$ cat src/rtl/disp_scan_ctrl_if.sv
// Input handshake bundle for the display scan controller: one 16-bit value of four
// digit nibbles per transfer, valid/ready flow control.
interface disp_scan_ctrl_if;
  logic [15:0] in_data;
  logic        in_valid;
  logic        in_ready;

  modport master (output in_data, output in_valid, input in_ready);
  modport slave  (input in_data, input in_valid, output in_ready);
endinterface

$ cat src/rtl/disp_scan_ctrl.sv
// Four-digit 7-segment scan controller: double-buffered value, frame-aligned updates,
// per-slot blanking gap, optional leading-zero suppression.
module disp_scan_ctrl #(
  parameter int         DIV      = 65536,
  parameter int         BLANK    = 256,
  parameter logic [3:0] DIGIT_EN = 4'b1111
) (
  input  logic                    clk,
  input  logic                    reset,
  disp_scan_ctrl_if.slave         in_if,
  input  logic                    lz_en,
  output logic [6:0]              seg,
  output logic [3:0]              an,
  output logic                    frame_done
);

  localparam int            CW      = $clog2(DIV);
  localparam logic [CW-1:0] CNT_MAX = CW'(DIV - 1);
  localparam logic [CW-1:0] BLANK_C = CW'(BLANK);

  logic [CW-1:0] cnt_r;
  logic [1:0]    dig_r;
  logic [15:0]   disp_r;
  logic [15:0]   pend_r;
  logic          pend_full_r;

  logic          slot_end_s;
  logic          boundary_s;
  logic          accept_s;
  logic [3:0]    nib_s;
  logic          upper_zero_s;
  logic          lit_s;

  function automatic logic [6:0] hex7(input logic [3:0] n);
    case (n)
      4'h0:    hex7 = 7'b1111110;
      4'h1:    hex7 = 7'b0110000;
      4'h2:    hex7 = 7'b1101101;
      4'h3:    hex7 = 7'b1111001;
      4'h4:    hex7 = 7'b0110011;
      4'h5:    hex7 = 7'b1011011;
      4'h6:    hex7 = 7'b1011111;
      4'h7:    hex7 = 7'b1110000;
      4'h8:    hex7 = 7'b1111111;
      4'h9:    hex7 = 7'b1111011;
      4'hA:    hex7 = 7'b1110111;
      4'hB:    hex7 = 7'b0011111;
      4'hC:    hex7 = 7'b1001110;
      4'hD:    hex7 = 7'b0111101;
      4'hE:    hex7 = 7'b1001111;
      4'hF:    hex7 = 7'b1000111;
      default: hex7 = 7'b0000000;
    endcase
  endfunction

  assign slot_end_s     = (cnt_r == CNT_MAX);
  assign boundary_s     = slot_end_s && (dig_r == 2'd0);
  assign accept_s       = in_if.in_valid && !pend_full_r;
  assign in_if.in_ready = !pend_full_r;
  assign frame_done     = boundary_s;

  // Slot counter and digit index; scan runs 3,2,1,0 and the 0->3 step wraps naturally.
  always_ff @(posedge clk or negedge reset) begin
    if (!reset) begin
      cnt_r <= {CW{1'b0}};
      dig_r <= 2'd3;
    end else if (slot_end_s) begin
      cnt_r <= {CW{1'b0}};
      dig_r <= dig_r - 2'd1;
    end else begin
      cnt_r <= cnt_r + CW'(1);
      dig_r <= dig_r;
    end
  end

  // Double buffer: accept and frame transfer are exclusive because accept needs pend empty.
  always_ff @(posedge clk or negedge reset) begin
    if (!reset) begin
      disp_r      <= 16'h0000;
      pend_r      <= 16'h0000;
      pend_full_r <= 1'b0;
    end else if (boundary_s && pend_full_r) begin
      disp_r      <= pend_r;
      pend_full_r <= 1'b0;
    end else if (accept_s) begin
      pend_r      <= in_if.in_data;
      pend_full_r <= 1'b1;
    end else begin
      pend_full_r <= pend_full_r;
    end
  end

  // Digit drive: blanking gap, enable mask and leading-zero suppression gate each slot.
  always_comb begin
    nib_s        = disp_r[{dig_r, 2'b00} +: 4];
    upper_zero_s = 1'b0;
    case (dig_r)
      2'd1:    upper_zero_s = (disp_r[15:4]  == 12'h000);
      2'd2:    upper_zero_s = (disp_r[15:8]  == 8'h00);
      2'd3:    upper_zero_s = (disp_r[15:12] == 4'h0);
      default: upper_zero_s = 1'b0;
    endcase
    lit_s = (cnt_r >= BLANK_C) && DIGIT_EN[dig_r] && !(lz_en && upper_zero_s);
    if (lit_s) begin
      an  = ~(4'b0001 << dig_r);
      seg = hex7(nib_s);
    end else begin
      an  = 4'b1111;
      seg = 7'b0000000;
    end
  end

endmodule
$ cat src/flat_wrapper.sv
// flat-port wrapper written by rule: the top's interface ports become plain ports
module disp_scan_ctrl_flat 
#(
  parameter int         DIV      = 65536,
  parameter int         BLANK    = 256,
  parameter logic [3:0] DIGIT_EN = 4'b1111
)
  (clk, reset, lz_en, seg, an, frame_done, in_if_in_data, in_if_in_valid, in_if_in_ready);
  disp_scan_ctrl_if in_if_i ();
  input  logic clk;
  input  logic reset;
  input  logic lz_en;
  output logic [6:0] seg;
  output logic [3:0] an;
  output logic frame_done;
  input wire logic [$bits(in_if_i.in_data)-1:0] in_if_in_data;
  input wire logic [$bits(in_if_i.in_valid)-1:0] in_if_in_valid;
  output wire logic [$bits(in_if_i.in_ready)-1:0] in_if_in_ready;
  assign in_if_i.in_data = in_if_in_data;
  assign in_if_i.in_valid = in_if_in_valid;
  assign in_if_in_ready = in_if_i.in_ready;
  disp_scan_ctrl #(.DIV(DIV), .BLANK(BLANK), .DIGIT_EN(DIGIT_EN)) u_core (.clk(clk), .reset(reset), .in_if(in_if_i), .lz_en(lz_en), .seg(seg), .an(an), .frame_done(frame_done));
endmodule
$ cat config.mk
export PLATFORM = sky130hd
export DESIGN_NAME = disp_scan_ctrl_flat
export DESIGN_NICKNAME = d
export VERILOG_FILES = /design/src/rtl/disp_scan_ctrl_if.sv /design/src/rtl/disp_scan_ctrl.sv /design/src/flat_wrapper.sv
export SDC_FILE = /design/constraint.sdc
export NUM_CORES = 1
export LEC_CHECK = 0
export BUFFER_PORTS_ARGS = -buffer_cell sky130_fd_sc_hd__buf_2
export CORE_UTILIZATION = 57
export DETAILED_ROUTE_END_ITERATION = 10
export GPL_TIMING_DRIVEN = 0
export PLACE_DENSITY = 0.81
export SLEW_MARGIN = 20
export SYNTH_ARGS = -nofsm -noshare
export SYNTH_HDL_FRONTEND = slang
export SYNTH_SLANG_ARGS = --single-unit
$ cat constraint.sdc
create_clock -name clk -period 3.8 [get_ports clk]
set_clock_uncertainty 0.1 [all_clocks]
set_input_delay 0.57 -clock clk [delete_from_list [all_inputs] [get_ports clk]]
set_output_delay 0.57 -clock clk [all_outputs]
set_load 0.02 [all_outputs]
==> results.json, run 1 <==
{
  "rrSetupSlack_ns": 1.38,
  "ir_drop_mv": 0.191,
  "drive_above_1_share": 0.337,
  "period_share": 0.941,
  "vias": 1751,
  "final_nets": 290,
  "hpwl_mm": 3.44,
  "tightest_slew_ns": 0.619,
  "rr_worst_depth": 8,
  "ys_ff_latch": 51,
  "track_usage": 0.211,
  "placed_cells": 303,
  "clkTransAtPathRegs_ns": 0.09,
  "syn-num-nets": 251,
  "syn_avg_cell_area_um2": 12.2,
  "fmax_ghz": 0.280,
  "synth_ff_type": "dfrtp_1",
  "crit_chain": "inv_1 > ha_1 > or4b_2 > o41a_1 > clkbuf_1 > o31a_1 > buf_2",
  "cts_tree": "done",
  "die_h_um": 70.3,
  "critPathRequiredTime_ns": 3.13,
  "io_pins": 33,
  "synth.cells.most_frequent": "dfrtp_1, mux2_2, nand2_1, ha_1, nor2_1",
  "drv_slew": 0,
  "yosysUniqueCellTypes": 42,
  "finalCriticalPeriod_ns": 3.57,
  "slowest_delay_ns": 0.67,
  "area_growth_pct": 12.7,
  "cpMaxStageDelayCell": "dfstp_2",
  "diodes": 0,
  "die_x_um": 70.3,
  "synth_top_area_cell": "dfrtp_1",
  "drc": 0,
  "yosys.cell_count.top_type": "dfrtp_1",
  "ys_top_cells_by_area": "dfrtp_1, mux2_2, ha_1",
  "ys_seq_area_frac": 0.480,
  "syn_area_um2": 2660,
  "antenna_found_initial": 0,
  "max_slew_margin": 0.587,
  "cp.arrival_ns": 2.90,
  "wl_mm": 4.76,
  "maxCapViolCount": 0,
  "cp_max_fo": 10,
  "port_buffers": 32,
  "path_delay_family": "flip-flops",
  "postLayoutCellArea_um2": 3000,
  "grt_setup_unrepaired": "no",
  "synth-async-reset-ratio": 1.00,
  "stdcell_count": 310,
  "core_area_um2": 4410,
  "first_iter_violations": 91,
  "hold_buffers": 0,
  "rows": 24,
  "grt_pass1_wl_mm": 8.14,
  "leakage_uw": 0.00144,
  "grt_pass1_vias": 1702,
  "htree_levels": 2,
  "synth-edff-count": 0,
  "fin_setup_tns_ns": 0,
  "setup_viol": 0,
  "post-route-util": 0.680,
  "fillers": 319,
  "die-area_um2": 4950,
  "postPlaceCellArea_um2": 2890,
  "start_kind": "flip-flop",
  "status": "finished clean",
  "yosysWarnings": 0,
  "critPathBufInv": 3,
  "start_util": 0.603,
  "grt-ovfl-total": 0,
  "cts_buffer_depth": 2,
  "synth_top_area_share": 0.461,
  "finalHoldViolCount": 0,
  "power.density_nw_per_um2": 324,
  "gp_congestion": 0.823,
  "r2r-start": "u_core.cnt_r[0]",
  "holdCritPathClass": "primary input to async pin",
  "hold_ws_ns": 0.188,
  "timing.rr.end": "u_core.disp_r[0]",
  "crit_type": "flip-flop to primary output",
  "cp-end-kind": "primary output",
  "ant_nets": 0,
  "cts.sinks": 51,
  "worstSkewPairLatency_ns": 0.30,
  "grt_start_max_net_pins": 52,
  "drtPass1Iterations": 4,
  "syn_inst": 219,
  "vias_per_cell": 5.65,
  "cts_buffers": 5,
  "routedWlPerCell_um": 15.4,
  "cts-root-buf": "clkbuf_8"
}
-- cells in the final DEF (no fill, tap or decap), types with 3 or more instances in the layout --
| cell type | count |
|---|---|
| xor2_1 | 10 |
| buf_2 | 31 |
| ha_1 | 12 |
| mux2_2 | 25 |
| nor3_1 | 3 |
| nand3_1 | 8 |
| xnor2_1 | 5 |
| nand2_1 | 19 |
| o311a_1 | 3 |
| clkbuf_8 | 5 |
| mux2_4 | 9 |
| buf_4 | 3 |
| inv_1 | 7 |
| a21oi_1 | 4 |
| mux2i_1 | 8 |
| clkbuf_1 | 5 |
| nor4_1 | 4 |
| dfrtp_1 | 49 |
| nor2_1 | 12 |
-- report_power, final --
group	internal, uW	switching, uW
Combinational	23.5	17.4
Sequential	564	12.1
Clock	193	163
-- worst max path at each step --
stage                               start  depth (start not counted)      to  slack (ns)
final                     u_core.dig_r[1]                          7  seg[6]        0.23
after global routing      u_core.dig_r[1]                          7  seg[3]        0.11
after CTS                 u_core.dig_r[0]                          7  seg[6]        0.14
after detailed placement  u_core.dig_r[0]                          8  seg[1]        0.08
after global placement    u_core.dig_r[0]                          8  seg[3]         0.1
after floorplan           u_core.dig_r[0]                          7  seg[3]        0.42
-- sequential cells by signal, indices dropped and copies added, names as in the netlist --
| signal | flops |
|---|---|
| u_core.pend_full_r | 1 |
| u_core.pend_r | 16 |
| u_core.dig_r | 2 |
| u_core.disp_r | 16 |
| u_core.cnt_r | 16 |
-- cells by family (layout without fill, tap and decap cells) --
group / after synthesis / count (layout) / synth area share
AOI/OAI and AO/OA: 19 / 19 / 0.0573
adders and majority gates: 12 / 12 / 0.0564
buffers and inverters: 17 / 56 / 0.0338
and+or+nand+nor: 61 / 61 / 0.119
muxes: 44 / 44 / 0.203
xor gates and xnor gates: 15 / 15 / 0.0493
DFF: 51 / 51 / 0.480
-- worst register-to-register path, stage by stage, from the launching register on --
cell and delay, ns:
dfrtp_1 0.43, ha_1 0.22, and3_1 0.18, buf_6 0.13, nand3_4 0.09, or4_4 0.55, buf_6 0.16, buf_8 0.15
mux2_4 0.30
-- stage by stage --
stage / setup slack (ns) / power [uW]
4_1_cts: 0.138 / 983
3_3_place_gp: 0.0974 / 626
6_report: 0.225 / 973
2_1_floorplan: 0.424 / 602
5_1_grt: 0.114 / 1010
3_5_place_dp: 0.0764 / 630
-- layer usage --
layer | vias up | share of wire | track usage
li1 | 853 | - | -
met1 | 860 | 0.49 | 0.299
met2 | 31 | 0.46 | 0.325
met3 | 7 | 0.025 | 0.0346
met4 | 0 | 0.017 | 0.0822
met5 | - | 0 | 0
-- area by class of cell --
class / count / area, um^2 / share of cell area
buffer: 7 / 52.6 / 0.0175
clock buffer: 6 / 72.6 / 0.0242
clock inverter: 1 / 30.0 / 0.0100
inverter: 8 / 31.3 / 0.0104
multi-input combinational: 151 / 1290 / 0.431
sequential: 51 / 1280 / 0.426
tap: 52 / 65.1 / 0.0217
timing repair buffer: 34 / 178 / 0.0592
-- timing repair --
| item | CTS | global route |
|---|---|---|
| gates resized for setup | 1 | 0 |
| endpoints found under the setup margin | 10 | 3 |
| setup buffers | 0 | 2 |
(Power assumes the default switching activity.)
==> run 2, diff against run 1 <==
--- a/config.mk
+++ b/config.mk
@@ -6,10 +6,10 @@
 export NUM_CORES = 1
 export LEC_CHECK = 0
 export BUFFER_PORTS_ARGS = -buffer_cell sky130_fd_sc_hd__buf_2
-export CORE_UTILIZATION = 57
+export CORE_UTILIZATION = 60
 export DETAILED_ROUTE_END_ITERATION = 10
 export GPL_TIMING_DRIVEN = 0
-export PLACE_DENSITY = 0.81
+export PLACE_DENSITY = 0.84
 export SLEW_MARGIN = 20
 export SYNTH_ARGS = -nofsm -noshare
 export SYNTH_HDL_FRONTEND = slang
==> constraint.sdc (replaced) <==
create_clock -name clk -period 4.47 [get_ports clk]
set_clock_uncertainty 0.1 [all_clocks]
set_input_delay 0.6705 -clock clk [delete_from_list [all_inputs] [get_ports clk]]
set_output_delay 0.6705 -clock clk [all_outputs]
set_load 0.02 [all_outputs]
==> results.json, run 2 (synthesis results as in run 1) <==
{
  "ir_drop_mv": 0.208,
  "finalHoldViolCount": 0,
  "vias_per_cell": 5.64,
  "grt_setup_unrepaired": "no",
  "critPathLaunch": "u_core.dig_r[1]",
  "cp_max_fo": 10,
  "drtPass1Iterations": 4,
  "layout_common_cells": "dfrtp_1, buf_2, mux2_2, nand2_1",
  "die_h_um": 68.6,
  "hold_buffers": 0,
  "reg_top3": "u_core.cnt_r x16, u_core.disp_r x16, u_core.pend_r x16",
  "r2r-start": "u_core.cnt_r[0]",
  "track_usage": 0.236,
  "final_nets": 290,
  "seq_area_um2": 1280,
  "crit_top_cell": "clkbuf_1",
  "ant_nets": 0,
  "cts-root-buf": "clkbuf_8",
  "crit_chain": "clkbuf_1 > inv_1 > ha_1 > or4b_2 > o41a_1 > clkbuf_1 > a21boi_0 > buf_2",
  "start_util": 0.647,
  "cts.sinks": 51,
  "cts_resized": 0,
  "worstSkewPairLatency_ns": 0.31,
  "slowest_delay_ns": 0.63,
  "placed_cells": 301,
  "grt_start_max_net_pins": 52,
  "critPathRequiredTime_ns": 3.70,
  "rrSetupSlack_ns": 2.04,
  "maxCapViolCount": 0,
  "cts_buffers": 5,
  "drv_slew": 0,
  "cp.depth": 8,
  "cp-end-kind": "primary output",
  "critPathBufInv": 4,
  "power_frac_clock": 0.341,
  "htree_levels": 2,
  "antenna_found_initial": 0,
  "finalCriticalPeriod_ns": 4.02,
  "clkTransAtPathRegs_ns": 0.10,
  "holdCritPathClass": "primary input to async pin",
  "stdcell_count": 309,
  "rr_worst_depth": 8,
  "grt_pass1_vias": 1685,
  "vias": 1744,
  "drc": 0,
  "grt_pass1_wl_mm": 7.91,
  "post_cts_buffers": 0,
  "fmax_ghz": 0.249,
  "die-area_um2": 4710,
  "grt-ovfl-total": 0,
  "p_int_uw": 612,
  "leakage_uw": 0.00142,
  "seq_power_share": 0.616,
  "first_iter_violations": 99,
  "setup_viol": 0,
  "diodes": 0,
  "cts_tree": "done",
  "max_slew_margin": 0.584,
  "port_buffers": 32,
  "path_delay_family": "buffers and inverters",
  "core_area_um2": 4120,
  "wl_mm": 4.79,
  "routedWlPerCell_um": 15.5,
  "final_common_cell": "dfrtp_1",
  "die_x_um": 68.6,
  "tightest_slew_ns": 0.623,
  "period_share": 0.899,
  "hpwl_mm": 3.45,
  "status": "finished clean",
  "drive_above_1_share": 0.336,
  "io_pins": 33,
  "start_kind": "flip-flop",
  "crit_type": "flip-flop to primary output",
  "multi_input_area_um2": 1290,
  "cp.arrival_ns": 3.25,
  "area_growth_pct": 11.9,
  "cts_buffer_depth": 2,
  "rows": 23,
  "cpMaxStageDelayCell": "or4b_2",
  "gp_congestion": 0.856,
  "fillers": 294,
  "swShare": 0.232,
  "p_sw_uw": 185,
  "power.density_nw_per_um2": 267,
  "fin_setup_tns_ns": 0,
  "power_frac_comb": 0.043
}
-- run 2: cell count changes in the layout (fill, tap and decap cells not counted) --
cell and change:
buf_4 -2, clkinvlp_4 +2, bufinv_16 -1, clkbuf_1 +1, clkinv_2 -1, inv_2 +1
inv_6 +1
-- run 2: path summary, 6_finish.rpt --
check	to
hold / removal	u_core.cnt_r[9]
setup / recovery	seg[3]
hold reg to reg	u_core.cnt_r[4]
setup reg to reg	u_core.disp_r[4]
min in group clk	u_core.cnt_r[4]
max in group asynchronous	u_core.disp_r[5]
-- run 2: layout make-up --
| cell class | instances | share of cell area |
|---|---|---|
| flip-flops and latches | 51 | 0.429 |
| inverters | 8 | 0.0101 |
| repair buffers | 32 | 0.0546 |
| clock buffers | 5 | 0.0231 |
| clock inverters | 3 | 0.00798 |
| multi-input cells | 151 | 0.434 |
| plain buffers | 9 | 0.0202 |
| well taps | 50 | 0.0210 |
-- run 2: through the flow --
stage / util / total power [uW] / setup slack [ns] / area, um^2 / hold slack [ns]
6_report: 0.724 / 797 / 0.450 / 2980 / 0.274
5_1_grt: 0.724 / 829 / 0.253 / 2980 / 0.323
4_1_cts: 0.724 / 804 / 0.227 / 2980 / 0.378
3_5_place_dp: 0.701 / 535 / 0.652 / 2890 / 0.361
3_3_place_gp: 0.701 / 532 / 0.667 / 2890 / 0.354
2_1_floorplan: - / 512 / 0.993 / 2660 / 0.275
-- run 2: routing by layer --
layer	global-route usage	share of wire
met1	0.327	0.49
met4	0.0964	0.015
met5	0	0
met3	0.0543	0.037
met2	0.358	0.46
-- run 2: power by group through the flow --
| stage | Sequential, uW | Combinational (uW) | Clock (uW) |
|---|---|---|---|
| after floorplan | 495 | 16.9 | 0 |
| after global placement | 498 | 33.9 | 0 |
| after detailed placement | 500 | 35.1 | 0 |
| final | 491 | 34.2 | 272 |
| after CTS | 491 | 35.2 | 278 |
| after global routing | 493 | 38.8 | 297 |
==> run 3, diff against run 2 <==
--- a/config.mk
+++ b/config.mk
@@ -6,10 +6,11 @@
 export NUM_CORES = 1
 export LEC_CHECK = 0
 export BUFFER_PORTS_ARGS = -buffer_cell sky130_fd_sc_hd__buf_2
+export CORE_MARGIN = 3
 export CORE_UTILIZATION = 60
 export DETAILED_ROUTE_END_ITERATION = 10
 export GPL_TIMING_DRIVEN = 0
-export PLACE_DENSITY = 0.84
+export PLACE_DENSITY = 0.82
 export SLEW_MARGIN = 20
 export SYNTH_ARGS = -nofsm -noshare
 export SYNTH_HDL_FRONTEND = slang
==> results.json, run 3 (synthesis results as in run 1) <==
{
  "status": "finished clean",
  "setup_viol": 0,
  "hpwl_mm": 3.52,
  "cts_buffer_depth": 2,
  "post_cts_buffers": 0,
  "diodes": 0,
  "io_pins": 33,
  "fmax_ghz": 0.240,
  "crit_end": "seg[3]",
  "rr_worst_depth": 8,
  "ant_nets": 0,
  "port_buffers": 32,
  "drive_above_1_share": 0.332,
  "cp_max_fo": 10,
  "reg_top3": "u_core.cnt_r x16, u_core.disp_r x16, u_core.pend_r x16",
  "cts_tree": "done",
  "hold_buffers": 0,
  "cts_buffers": 5,
  "maxCapViolCount": 0,
  "period_share": 0.931,
  "power_uw": 851,
  "start_kind": "flip-flop",
  "placed_cells": 301,
  "cp-end-kind": "primary output",
  "power.density_nw_per_um2": 283,
  "cp.arrival_ns": 3.39,
  "clkTransAtPathRegs_ns": 0.09,
  "crit_type": "flip-flop to primary output",
  "critPathLaunch": "u_core.dig_r[0]",
  "holdCritPathClass": "primary input to async pin",
  "timing.rr.end": "u_core.disp_r[2]",
  "critPathRequiredTime_ns": 3.70,
  "stdcell_count": 309,
  "cts_resized": 0,
  "final_common_cell": "dfrtp_1",
  "grt_pass1_vias": 1734,
  "r2r-start": "u_core.dig_r[0]",
  "ir_drop_mv": 0.224,
  "rrSetupSlack_ns": 1.94,
  "grt-ovfl-total": 0,
  "area_growth_pct": 12.9,
  "antenna_found_initial": 0,
  "finalHoldViolCount": 0,
  "rows": 23,
  "routedWlPerCell_um": 15.7,
  "start_util": 0.643,
  "drtPass1Iterations": 4,
  "grt_start_max_net_pins": 52,
  "gp_congestion": 0.870,
  "vias_per_cell": 5.73,
  "die-area_um2": 5270,
  "worstSkewPairLatency_ns": 0.30,
  "drc": 0,
  "grt_pass1_wl_mm": 8.44,
  "max_slew_margin": 0.587,
  "grt_setup_unrepaired": "no",
  "fin_setup_tns_ns": 0,
  "drv_slew": 0,
  "track_usage": 0.208,
  "cts.sinks": 51,
  "wl_mm": 4.86,
  "fillers": 289,
  "tightest_slew_ns": 0.619,
  "first_iter_violations": 105,
  "final_nets": 290,
  "leakage_uw": 0.00144,
  "die_h_um": 72.6,
  "vias": 1770,
  "layout_common_cells": "dfrtp_1, buf_2, mux2_2, nand2_1",
  "die_x_um": 72.6,
  "htree_levels": 2,
  "finalCriticalPeriod_ns": 4.16,
  "cts-root-buf": "clkbuf_8",
  "core_area_um2": 4140
}
run 3: critical path: stages, from the launching register on:
cell and delay [ns]:
dfstp_2 0.56, clkbuf_1 0.30, clkinv_1 0.32, ha_1 0.34
or4b_2 0.61, o41a_1 0.37, clkbuf_1 0.23, a21boi_0 0.19
buf_2 0.17
run 3: worst min path at each step:
stage	from	to	slack [ns]	cells past startpoint
2_1_floorplan	reset	u_core.cnt_r[0]	0.27	0
3_3_place_gp	u_core.cnt_r[4]	u_core.cnt_r[4]	0.35	1
3_5_place_dp	u_core.cnt_r[4]	u_core.cnt_r[4]	0.37	1
4_1_cts	u_core.cnt_r[4]	u_core.cnt_r[4]	0.38	1
5_1_grt	reset	u_core.cnt_r[13]	0.32	1
6_report	reset	u_core.cnt_r[2]	0.28	1
run 3: routing by layer:
layer,global-route usage,vias to the layer above,part of all wire
met2,0.303,45,0.46
li1,-,851,-
met3,0.0344,10,0.051
met5,0,-,0
met1,0.307,864,0.47
met4,0.0984,0,0.020
run 3: final cells by class:
class / instances / area (um^2) / share of cell area
multi-input combinational: 151 / 1290 / 0.430
sequential: 51 / 1280 / 0.425
timing repair buffer: 32 / 163 / 0.0541
clock buffer: 6 / 82.6 / 0.0275
tap: 50 / 62.6 / 0.0208
buffer: 9 / 60.1 / 0.0200
clock inverter: 2 / 35.0 / 0.0117
inverter: 8 / 30.0 / 0.00999
run 3: through the flow:
stage	setup slack [ns]	util	cell area, um^2	hold slack, ns
after floorplan	0.993	-	2660	0.275
after global placement	0.639	0.696	2890	0.354
after detailed placement	0.643	0.696	2890	0.368
after CTS	0.291	0.725	3000	0.384
after global routing	0.00400	0.725	3010	0.323
final	0.309	0.725	3010	0.281
run 3: report_power, final:
group	internal, uW	total [uW]	leakage (uW)	switching, uW
clock network	181	327	0.0000612	146
registers	480	490	0.000655	9.92
logic	20.0	34.4	0.000728	14.4
